$ cat src/rtl/comparador_serial_izq_der_if.sv
// Handshake/result bundle for the serial MSB-first magnitude comparator.
// The consumer/driver side uses master; the comparator uses slave.
interface comparador_serial_izq_der_if #(
   parameter int N = 8
);
   logic                       start;
   logic [N-1:0]               A;
   logic [N-1:0]               B;
   logic                       ready;
   logic                       valid;
   logic                       ack;
   logic                       P;
   logic                       Q;
   logic                       gt;
   logic                       lt;
   logic                       eq;
   logic [$clog2(N+1)-1:0]     bits_used;

   modport master (
      output start, A, B, ack,
      input  ready, valid, P, Q, gt, lt, eq, bits_used
   );

   modport slave (
      input  start, A, B, ack,
      output ready, valid, P, Q, gt, lt, eq, bits_used
   );
endinterface

$ cat src/rtl/comparador_serial_izq_der.sv
// Unsigned A vs B comparison, one bit per clock from the MSB, using the
// P/Q encoding of the left-to-right comparator network (10 = A>B, 01 = A<B).
module comparador_serial_izq_der #(
   parameter int N          = 8,
   parameter bit EARLY_STOP = 1'b1
) (
   input  logic                          clk,
   input  logic                          rst,
   comparador_serial_izq_der_if.slave    bus
);
   localparam int BW       = $clog2(N + 1);
   localparam int IW       = (N > 1) ? $clog2(N) : 1;
   localparam int IDX_INIT = (N > 1) ? N - 2 : 0;

   typedef enum logic [1:0] {IDLE, INIT, SCAN, DONE} state_t;

   state_t          state_q, state_d;
   logic [N-1:0]    a_q, a_d;
   logic [N-1:0]    b_q, b_d;
   logic            p_q, p_d;
   logic            q_q, q_d;
   logic [BW-1:0]   bits_q, bits_d;
   logic [IW-1:0]   idx_q, idx_d;
   logic            ready_q, ready_d;
   logic            valid_q, valid_d;

   always_comb begin
      state_d = state_q;
      a_d     = a_q;
      b_d     = b_q;
      p_d     = p_q;
      q_d     = q_q;
      bits_d  = bits_q;
      idx_d   = idx_q;
      case (state_q)
         IDLE: begin
            if (bus.start) begin
               a_d     = bus.A;
               b_d     = bus.B;
               p_d     = 1'b0;
               q_d     = 1'b0;
               bits_d  = '0;
               state_d = INIT;
            end
         end
         INIT: begin
            p_d    = a_q[N-1] & ~b_q[N-1];
            q_d    = ~a_q[N-1] & b_q[N-1];
            bits_d = BW'(1);
            idx_d  = IW'(IDX_INIT);
            if (N == 1 || (EARLY_STOP && (p_d | q_d)))
               state_d = DONE;
            else
               state_d = SCAN;
         end
         SCAN: begin
            // A decided PQ is absorbing; only an undecided state looks at the bit.
            if (!(p_q | q_q)) begin
               p_d = a_q[idx_q] & ~b_q[idx_q];
               q_d = ~a_q[idx_q] & b_q[idx_q];
            end
            bits_d = bits_q + BW'(1);
            if (idx_q == '0 || (EARLY_STOP && (p_d | q_d)))
               state_d = DONE;
            else
               idx_d = idx_q - IW'(1);
         end
         DONE: begin
            if (bus.ack) state_d = IDLE;
         end
         default: state_d = IDLE;
      endcase
      ready_d = (state_d == IDLE);
      valid_d = (state_d == DONE);
   end

   always_ff @(posedge clk) begin
      if (rst) begin
         state_q <= IDLE;
         a_q     <= '0;
         b_q     <= '0;
         p_q     <= 1'b0;
         q_q     <= 1'b0;
         bits_q  <= '0;
         idx_q   <= '0;
         ready_q <= 1'b1;
         valid_q <= 1'b0;
      end else begin
         state_q <= state_d;
         a_q     <= a_d;
         b_q     <= b_d;
         p_q     <= p_d;
         q_q     <= q_d;
         bits_q  <= bits_d;
         idx_q   <= idx_d;
         ready_q <= ready_d;
         valid_q <= valid_d;
      end
   end

   assign bus.ready     = ready_q;
   assign bus.valid     = valid_q;
   assign bus.P         = p_q;
   assign bus.Q         = q_q;
   assign bus.gt        = valid_q & p_q;
   assign bus.lt        = valid_q & q_q;
   assign bus.eq        = valid_q & ~p_q & ~q_q;
   assign bus.bits_used = bits_q;
endmodule

$ cat src/flat_wrapper.sv
// flat-port wrapper written by rule: the top's interface ports become plain ports
module comparador_serial_izq_der_flat 
#(
   parameter int N          = 8,
   parameter bit EARLY_STOP = 1'b1
)
  (clk, rst, bus_start, bus_A, bus_B, bus_ack, bus_ready, bus_valid, bus_P, bus_Q, bus_gt, bus_lt, bus_eq, bus_bits_used);
  comparador_serial_izq_der_if #(.N(N)) bus_i ();
  input  logic clk;
  input  logic rst;
  input wire logic [$bits(bus_i.start)-1:0] bus_start;
  input wire logic [$bits(bus_i.A)-1:0] bus_A;
  input wire logic [$bits(bus_i.B)-1:0] bus_B;
  input wire logic [$bits(bus_i.ack)-1:0] bus_ack;
  output wire logic [$bits(bus_i.ready)-1:0] bus_ready;
  output wire logic [$bits(bus_i.valid)-1:0] bus_valid;
  output wire logic [$bits(bus_i.P)-1:0] bus_P;
  output wire logic [$bits(bus_i.Q)-1:0] bus_Q;
  output wire logic [$bits(bus_i.gt)-1:0] bus_gt;
  output wire logic [$bits(bus_i.lt)-1:0] bus_lt;
  output wire logic [$bits(bus_i.eq)-1:0] bus_eq;
  output wire logic [$bits(bus_i.bits_used)-1:0] bus_bits_used;
  assign bus_i.start = bus_start;
  assign bus_i.A = bus_A;
  assign bus_i.B = bus_B;
  assign bus_i.ack = bus_ack;
  assign bus_ready = bus_i.ready;
  assign bus_valid = bus_i.valid;
  assign bus_P = bus_i.P;
  assign bus_Q = bus_i.Q;
  assign bus_gt = bus_i.gt;
  assign bus_lt = bus_i.lt;
  assign bus_eq = bus_i.eq;
  assign bus_bits_used = bus_i.bits_used;
  comparador_serial_izq_der #(.N(N), .EARLY_STOP(EARLY_STOP)) u_core (.clk(clk), .rst(rst), .bus(bus_i));
endmodule
$ cat config.mk
export PLATFORM = sky130hd
export DESIGN_NAME = comparador_serial_izq_der_flat
export DESIGN_NICKNAME = d
export VERILOG_FILES = /design/src/rtl/comparador_serial_izq_der_if.sv /design/src/rtl/comparador_serial_izq_der.sv /design/src/flat_wrapper.sv
export SDC_FILE = /design/constraint.sdc
export NUM_CORES = 1
export LEC_CHECK = 0
export CAP_MARGIN = 15
export CORE_MARGIN = 2
export CORE_UTILIZATION = 46
export DETAILED_ROUTE_END_ITERATION = 8
export PLACE_DENSITY = 0.8
export SYNTH_ARGS = -nofsm -noshare
export SYNTH_HDL_FRONTEND = slang
export SYNTH_SLANG_ARGS = --single-unit
$ cat constraint.sdc
create_clock -name clk -period 1.95 [get_ports clk]
set_input_delay 0.39 -clock clk [delete_from_list [all_inputs] [get_ports clk]]
set_output_delay 0.39 -clock clk [all_outputs]
set_load 0.02 [all_outputs]
==> results_dict.tcl, run 1 <==
set metrics [dict create \
    power_leakage_uw 0.0008165 \
    routedWlPerCell_um 12.17 \
    syn_inst 181 \
    design.portCount 31 \
    p_per_area_nw_per_um2 1125 \
    synth_cell_type_count 33 \
    synth-edff-count 0 \
    r2r-end "u_core.idx_q[0]" \
    crit_fanout 6 \
    area_growth_pct 32.98 \
    gp_congestion 0.7872 \
    cts_inserted_buffers 5 \
    grt_start_max_net_pins 17 \
    fin_cells 266 \
    ys.flop_type "dfxtp_1" \
    postCtsHoldBufs 0 \
    endpoint_kind "flop" \
    r2r_start "u_core.idx_q[0]" \
    hold_class "flop to flop" \
    violations "setup timing" \
    clock_sinks 29 \
    syn-num-nets 212 \
    endpoint "u_core.idx_q[0]" \
    io_buffer_count 30 \
    finClkSkew_ns 0.01046 \
    setup_viol 1 \
    synth_top_area_share_pct 37.97 \
    antenna_found_initial 0 \
    clk_pin_slew_ns 0.10 \
    syn_area_sq_um 1529 \
    start_util_pct 49.27 \
    rsz0062_at_grt "yes" \
    status "finished with violations" \
    setup_ws_ns -0.02658 \
    required_ns 2.19 \
    place_hpwl_um 2278 \
    vdd.ir_drop.worst_mv 0.6387 \
    synthTopCellsByArea "dfxtp_1, ha_1, nand2_1" \
    root_buffer "clkbuf_4" \
    rows 20 \
    vias 1379 \
    startpoint "u_core.idx_q[0]" \
    dpl.cell_count 257 \
    drive_gt1_share_pct 13.51 \
    slew_viol_final 0 \
    drtIter0Drc 37 \
    grt_pass1_wl_um 5485 \
    nNetsFinal 252 \
    reg2reg_slack_ns -0.03 \
    wirelength_um 3236 \
    start_kind "flop" \
    clockBufferDepth 2 \
    r2r_cells 5 \
    fmax_ghz 0.5059 \
    critical_path_class "flop to flop" \
    setup_tns_ns -0.02658 \
    fp.dieW_um 61.65 \
    core_sq_um 3103 \
    drv_cap 0 \
    final_core_util_pct 65.52 \
    overflow 0 \
    cp.arrival_ns 2.22 \
    avgSynthCellArea_sq_um 8.447 \
    cts_tree "yes" \
    vias_per_cell 5.184 \
    ant_nets 0 \
    grt_usage_pct 20.11 \
    fin_crit_sh_pct 101.4 \
    whs_ns 0.4658 \
    yosysSeqAreaShare_pct 37.97 \
    hold_violations 0 \
    antennaDiodeCount 0 \
    timing.final.crit_period_ns 1.977 \
    slew_headroom_pct 66.43 \
    grt_pass1_vias 1300 \
    clk-insertion-delay-late_ns 0.34 \
    synth-seq-cells 29 \
    finalPower_uw 2288 \
    fp.dieH_um 61.65 \
    worstMarginPinSlew_ns 0.5023 \
    synth_largest_area_cell "dfxtp_1" \
    dieArea_sq_um 3801 \
    async_flop_share_pct 0 \
    dr.pass1.iters 4 \
    min_path_cells 2 \
    h-tree-depth 2 \
    yosys_warnings 0 \
    drc_errors 0 \
]
## how the worst min path moves through the flow
stage                        startpoint       endpoint  slack [ns]
after floorplan           u_core.a_q[1]  u_core.a_q[1]        0.43
after global placement    u_core.a_q[4]  u_core.a_q[4]        0.44
after detailed placement  u_core.a_q[4]  u_core.a_q[4]        0.44
after CTS                 u_core.b_q[4]  u_core.b_q[4]        0.46
after global routing      u_core.a_q[4]  u_core.a_q[4]        0.48
final                     u_core.a_q[5]  u_core.a_q[5]        0.47
## logic make-up after synthesis
kind of cell,Yosys count,share of synthesized area [%]
DFF,29,37.97
buffers and inverters,20,5.483
and+or+nand+nor,72,21.03
adders and majority gates,11,9.002
muxes,6,9.083
AOI/OAI and AO/OA,42,16.37
xor gates and xnor gates,1,1.064
## synth_stat cells (2+ instances only)
cell and n:
a21boi_0 2, a21o_1 2, inv_1 11, nor2_1 14
a21oi_1 22, clkbuf_1 7, nand2_1 36, nand3_1 5
or4_1 2, dfxtp_1 29, mux4_1 4, o21ai_0 7
nor3_1 2, ha_1 11, nor2b_1 5, nor3b_1 2
and2_1 4
## metrics by stage
stage               cell area, sq um  setup slack (ns)
floorplan                       1533          0.004079
CTS                             2028       -0.00004152
global route                    2033          -0.07122
detailed placement              1928          -0.09941
finish                          2033          -0.02658
global placement                1928          -0.06071
## registers in the layout (all words and copies together), names as in the netlist, 2 cells and up
| name | count |
|---|---|
| u_core.idx_q | 3 |
| u_core.b_q | 8 |
| u_core.state_q | 2 |
| u_core.bus.bits_used | 4 |
| u_core.a_q | 8 |
## per-layer routing
layer	track usage, %	routed length (um)
met4	8.207	63
met1	22.82	1462
met5	0	0
met3	6.933	182
met2	34.44	1528
## area by class of cell
type                       instances  area [sq um]
tap                               44         55.05
clock inverter                     1         30.03
timing repair buffer              42         391.6
clock buffer                       7         55.05
sequential                        29         584.3
inverter                          11         41.29
multi-input combinational        132         875.8
fill                             292          1070
## timing repair
| action | 4_1_cts | 5_1_grt |
|---|---|---|
| setup endpoints to repair | 5 | 5 |
| buffers inserted | 0 | 1 |
| pin swaps | 0 | 2 |
| gates resized for setup | 6 | 5 |
| hold endpoints to repair | 0 | 0 |
| cloned | 0 | 0 |
## worst max-delay path, cell delays in order (launching register included)
cell and delay (ns):
dfxtp_4 0.40, mux4_2 0.50, mux2_4 0.32, xor2_4 0.21, and3_4 0.18, o221a_2 0.27
## cell usage in the layout (no fill, tap or decap), drive strengths merged, types with 5 or more instances in the layout
master	Yosys	routed
inv	11	11
ha	11	11
nor2b	5	5
o21ai	7	7
nor2	14	14
a21oi	22	22
clkbuf	7	7
nand3	5	5
nand2	36	36
buf	2	12
dfxtp	29	29
clkdlybuf4s50	0	28
## power by group
part	internal [uW]	leakage, uW	switching (uW)	total (uW)
registers	702	0.000238	95.1	797
clock network	306	0.0000455	215	521
logic	444	0.000533	526	970
total	1450	0.000817	837	2290
No activity file was read; power rests on OpenSTA's default activity.
==> run 2: changes to the inputs <==
--- a/config.mk
+++ b/config.mk
@@ -6,10 +6,11 @@
 export NUM_CORES = 1
 export LEC_CHECK = 0
 export CAP_MARGIN = 15
-export CORE_MARGIN = 2
-export CORE_UTILIZATION = 46
+export CELL_PAD_IN_SITES_DETAIL_PLACEMENT = 1
+export CELL_PAD_IN_SITES_GLOBAL_PLACEMENT = 1
+export CORE_UTILIZATION = 34
 export DETAILED_ROUTE_END_ITERATION = 8
-export PLACE_DENSITY = 0.8
+export PLACE_DENSITY = 0.79
 export SYNTH_ARGS = -nofsm -noshare
 export SYNTH_HDL_FRONTEND = slang
 export SYNTH_SLANG_ARGS = --single-unit
==> run 2 against run 1 <==
Critical path type unchanged; highest routed layer unchanged; sequential share of layout area shrank 0.50 points; wire length grew 19%; maximum frequency increased by 2.1%; flip-flop and latch count did not move; global-route usage down 2.1 points; the flow now finishes without violations; final area up 1.8%; setup slack gained 0.041 ns; critical endpoint unchanged; core utilization is 18 points lower.
==> results_dict.tcl, run 2 (same netlist as run 1, synthesis figures left out) <==
set metrics [dict create \
    dr_wl_met3_um 137 \
    endpoint "u_core.idx_q[0]" \
    wirelength_um 3861 \
    fillerInstances 542 \
    dr.pass1.iters 4 \
    fp.dieW_um 69.06 \
    finClkSkew_ns 0.006109 \
    endpoint_kind "flop" \
    core_sq_um 4324 \
    startpoint "u_core.idx_q[0]" \
    layout_common_cells "nand2_1, clkdlybuf4s50_1, dfxtp_1" \
    final_common_cell "nand2_1" \
    root_buffer "clkbuf_8" \
    setup_tns_ns 0 \
    start_kind "flop" \
    dpl-instance-area_sq_um 1961 \
    critical_path_class "flop to flop" \
    wirelength_met1_um 1729 \
    power_leakage_uw 0.0008125 \
    drv_cap 0 \
    multi_input_area_sq_um 880.8 \
    setup_ws_ns 0.01410 \
    reg2reg_slack_ns 0.01 \
    worstMarginPinSlew_ns 0.5036 \
    timing.final.crit_period_ns 1.936 \
    rsz0062_at_grt "yes" \
    clockBufferDepth 2 \
    drtIter0Drc 48 \
    antenna_found_initial 0 \
    grt_start_max_net_pins 18 \
    io_buffer_count 30 \
    fin_cells 277 \
    grt_pass1_wl_um 6796 \
    antennaDiodeCount 0 \
    clk-insertion-delay-late_ns 0.29 \
    seqCellArea_sq_um 584.3 \
    hold_violations 0 \
    hold_path_startpoint "u_core.a_q[5]" \
    top_layer "met4" \
    p_per_area_nw_per_um2 1129 \
    overflow 0 \
    r2r_cells 5 \
    grt_pass1_vias 1436 \
    nNetsFinal 255 \
    vdd.ir_drop.worst_mv 0.4654 \
    clock_sinks 29 \
    clk_pin_slew_ns 0.07 \
    setup_viol 0 \
    cts_inserted_buffers 5 \
    area_growth_pct 35.35 \
    start_util_pct 35.36 \
    hold_class "flop to flop" \
    rows 24 \
    slew_viol_final 0 \
    place_hpwl_um 2855 \
    r2r_start "u_core.idx_q[0]" \
    ant_nets 0 \
    fmax_ghz 0.5166 \
    cts_tree "yes" \
    drive_gt1_share_pct 15.56 \
    wl_met2_um 1911 \
    vias_per_cell 5.061 \
    drc_errors 0 \
    fp.dieH_um 69.06 \
    dieArea_sq_um 4769 \
    h-tree-depth 2 \
    stdcell_area_sq_um 2069 \
    dpl.cell_count 268 \
    slew_headroom_pct 66.35 \
    cp.arrival_ns 2.12 \
    grt_usage_pct 18.04 \
    routedWlPerCell_um 13.94 \
    gp_congestion 0.7923 \
    fin_crit_sh_pct 99.28 \
    vias 1402 \
    required_ns 2.13 \
    status "completed" \
    pre_cts_slack_ns -0.1432 \
    postCtsHoldBufs 0 \
    whs_ns 0.4594 \
    r2r-end "u_core.idx_q[0]" \
    crit_fanout 6 \
    design.portCount 31 \
]
## run 2: power by group
part | leakage, uW | internal, uW | total (uW) | switching [uW]
Clock | 0.0000439 | 246 | 492 | 246
Combinational | 0.000531 | 476 | 1050 | 576
Sequential | 0.000238 | 703 | 791 | 88.3
## run 2: worst max-delay path: stages (launching register included)
cell and delay, ns:
dfxtp_4 0.39, mux4_2 0.50, mux2_4 0.32, xor2_4 0.18, and3_4 0.18, o221a_2 0.26
## run 2: per-stage QoR
| stage | util, % | power, uW |
|---|---|---|
| 5_1_grt | 47.86 | 2502 |
| 4_1_cts | 47.60 | 2322 |
| 3_5_place_dp | 45.34 | 1783 |
| 2_1_floorplan | - | 1400 |
| 3_3_place_gp | 45.34 | 1736 |
| 6_report | 47.86 | 2336 |
## run 2: worst min path at each step
stage | cells past startpoint | to | slack, ns
finish | 2 | u_core.a_q[5] | 0.46
global route | 2 | u_core.b_q[4] | 0.49
CTS | 2 | u_core.a_q[5] | 0.46
detailed placement | 2 | u_core.a_q[5] | 0.45
global placement | 2 | u_core.b_q[5] | 0.44
floorplan | 2 | u_core.a_q[1] | 0.43
## run 2: cell type report
class | count | share of cell area (%)
clock buffer | 5 | 3.325
timing repair buffer | 45 | 19.89
clock inverter | 3 | 0.8464
tap | 52 | 3.144
sequential | 29 | 28.23
multi-input combinational | 132 | 42.56
inverter | 11 | 1.995
## run 2: what timing repair did
item	CTS	global route
setup buffers	1	0
resized for setup	9	2
setup endpoints to repair	6	4
## run 2: per-layer routing
metal | global-route usage [%] | vias to the layer above
li1 | - | 703
met1 | 21.12 | 659
met2 | 31.07 | 32
met3 | 4.971 | 8
met4 | 7.029 | 0
met5 | 0 | -
==> run 3: changes to the inputs <==
--- a/config.mk
+++ b/config.mk
@@ -8,9 +8,10 @@
 export CAP_MARGIN = 15
 export CELL_PAD_IN_SITES_DETAIL_PLACEMENT = 1
 export CELL_PAD_IN_SITES_GLOBAL_PLACEMENT = 1
-export CORE_UTILIZATION = 34
+export CORE_ASPECT_RATIO = 0.9
+export CORE_UTILIZATION = 40
 export DETAILED_ROUTE_END_ITERATION = 8
-export PLACE_DENSITY = 0.79
+export PLACE_DENSITY = 0.87
 export SYNTH_ARGS = -nofsm -noshare
 export SYNTH_HDL_FRONTEND = slang
 export SYNTH_SLANG_ARGS = --single-unit
==> constraint.sdc (replaced) <==
create_clock -name clk -period 2.3 [get_ports clk]
set_input_delay 0.46 -clock clk [delete_from_list [all_inputs] [get_ports clk]]
set_output_delay 0.46 -clock clk [all_outputs]
set_load 0.02 [all_outputs]
==> run 3 against run 2 <==
Register-to-register slack gained 0.16 ns; setup slack improved by 0.16 ns; final area down 6.2%; critical path depth did not move; flip-flop and latch count unchanged; critical path type unchanged; highest routed layer unchanged.
==> results_dict.tcl, run 3 (same netlist as run 1, synthesis figures left out) <==
set metrics [dict create \
    status "completed" \
    routedWlPerCell_um 15.29 \
    drc_errors 0 \
    root_buffer "clkbuf_8" \
    p_per_area_nw_per_um2 933.6 \
    power_leakage_uw 0.0007599 \
    slew_headroom_pct 58.74 \
    fp.dieW_um 67.17 \
    start_util_pct 43.64 \
    cts_inserted_buffers 5 \
    start_kind "flop" \
    clk_pin_slew_ns 0.06 \
    reg2reg_slack_ns 0.17 \
    timing.final.crit_period_ns 2.130 \
    setup_viol 0 \
    use_met1_pct 23.33 \
    design.portCount 31 \
    gr-usage-met3_pct 5.075 \
    drv_cap 0 \
    io_buffer_count 30 \
    worstMarginPinSlew_ns 0.6134 \
    fillerInstances 415 \
    finClkSkew_ns 0.002990 \
    postCtsHoldBufs 0 \
    clockBufferDepth 2 \
    place_hpwl_um 3059 \
    crit_fanout 7 \
    r2r_start "u_core.idx_q[0]" \
    h-tree-depth 2 \
    antennaDiodeCount 0 \
    vias_per_cell 5.238 \
    nNetsFinal 242 \
    grt_usage_pct 22.02 \
    cts_tree "yes" \
    wirelength_um 3914 \
    rows 20 \
    clock_sinks 29 \
    gp_congestion 0.8190 \
    seqCellArea_sq_um 581.8 \
    grt_pass1_vias 1392 \
    r2r_cells 5 \
    vias 1341 \
    endpoint "u_core.idx_q[0]" \
    fp.dieH_um 60.65 \
    overflow 0 \
    dieArea_sq_um 4074 \
    area_growth_pct 26.92 \
    ant_nets 0 \
    setup_tns_ns 0 \
    slew_viol_final 0 \
    startpoint "u_core.idx_q[0]" \
    antenna_found_initial 0 \
    grt_pass1_wl_um 6444 \
    hold_violations 0 \
    grt_start_max_net_pins 27 \
    finalPower_uw 1812 \
    rsz0062_at_grt "no" \
    drtIter0Drc 41 \
    hold_class "flop to flop" \
    drive_gt1_share_pct 6.604 \
    grtUsageMet2_pct 41.14 \
    r2r-end "u_core.idx_q[0]" \
    multi_input_area_sq_um 864.6 \
    fmax_ghz 0.4695 \
    endpoint_kind "flop" \
    busiest_layer "met2" \
    dr.pass1.iters 4 \
    layout_common_cells "nand2_1, clkdlybuf4s50_1, dfxtp_1" \
    required_ns 2.47 \
    critical_path_class "flop to flop" \
    core_sq_um 3503 \
    cp.arrival_ns 2.30 \
    clk-insertion-delay-late_ns 0.28 \
    fin_crit_sh_pct 92.61 \
    final_common_cell "nand2_1" \
    vdd.ir_drop.worst_mv 0.4088 \
]
run 3: repair_timing:
item                                    4_1_cts  5_1_grt
buffers inserted                              0        0
endpoints found under the setup margin        0        3
resized for setup                             0        1
run 3: metal layers:
layer,wire length (um),part of all wire (%)
met3,138,3.5
met5,0,0
met1,1683,43
met4,94,2.4
met2,1997,51
run 3: final cells by class:
type                       instances  share of cell area [%]
sequential                        29                   29.98
clock buffer                       6                   3.740
timing repair buffer              32                   16.25
tap                               44                   2.837
multi-input combinational        132                   44.55
inverter                          11                   2.128
clock inverter                     2                  0.5158
run 3: metrics by stage:
stage,worst slack [ns],hold WS (ns),cells,util [%],cell area [sq um]
after detailed placement,0.09490,0.4537,248,53.00,1857
final,0.1699,0.4603,256,55.39,1941
after global placement,0.2083,0.4443,248,53.00,1857
after global routing,0.07067,0.4717,256,55.39,1941
after CTS,0.07096,0.4628,256,55.36,1939
after floorplan,0.3257,0.4315,181,-,1529
run 3: worst min path at each step:
stage | from | to | slack (ns) | depth (start not counted)
CTS | u_core.b_q[4] | u_core.b_q[4] | 0.46 | 2
detailed placement | u_core.b_q[4] | u_core.b_q[4] | 0.45 | 2
global route | u_core.b_q[6] | u_core.b_q[6] | 0.47 | 2
finish | u_core.a_q[1] | u_core.a_q[1] | 0.46 | 2
global placement | u_core.b_q[4] | u_core.b_q[4] | 0.44 | 2
floorplan | u_core.a_q[1] | u_core.a_q[1] | 0.43 | 2
run 3: power breakdown:
group	switching (uW)	internal (uW)	leakage (uW)	total, uW
sequential	85.1	596	0.000238	682
clock	190	209	0.0000450	399
combinational	434	297	0.000477	731
run 3: critical path, stage by stage, from the launching register on:
cell,delay (ns)
dfxtp_2,0.41
mux4_1,0.60
mux2_2,0.33
xor2_2,0.27
a21boi_0,0.14
o221a_2,0.27
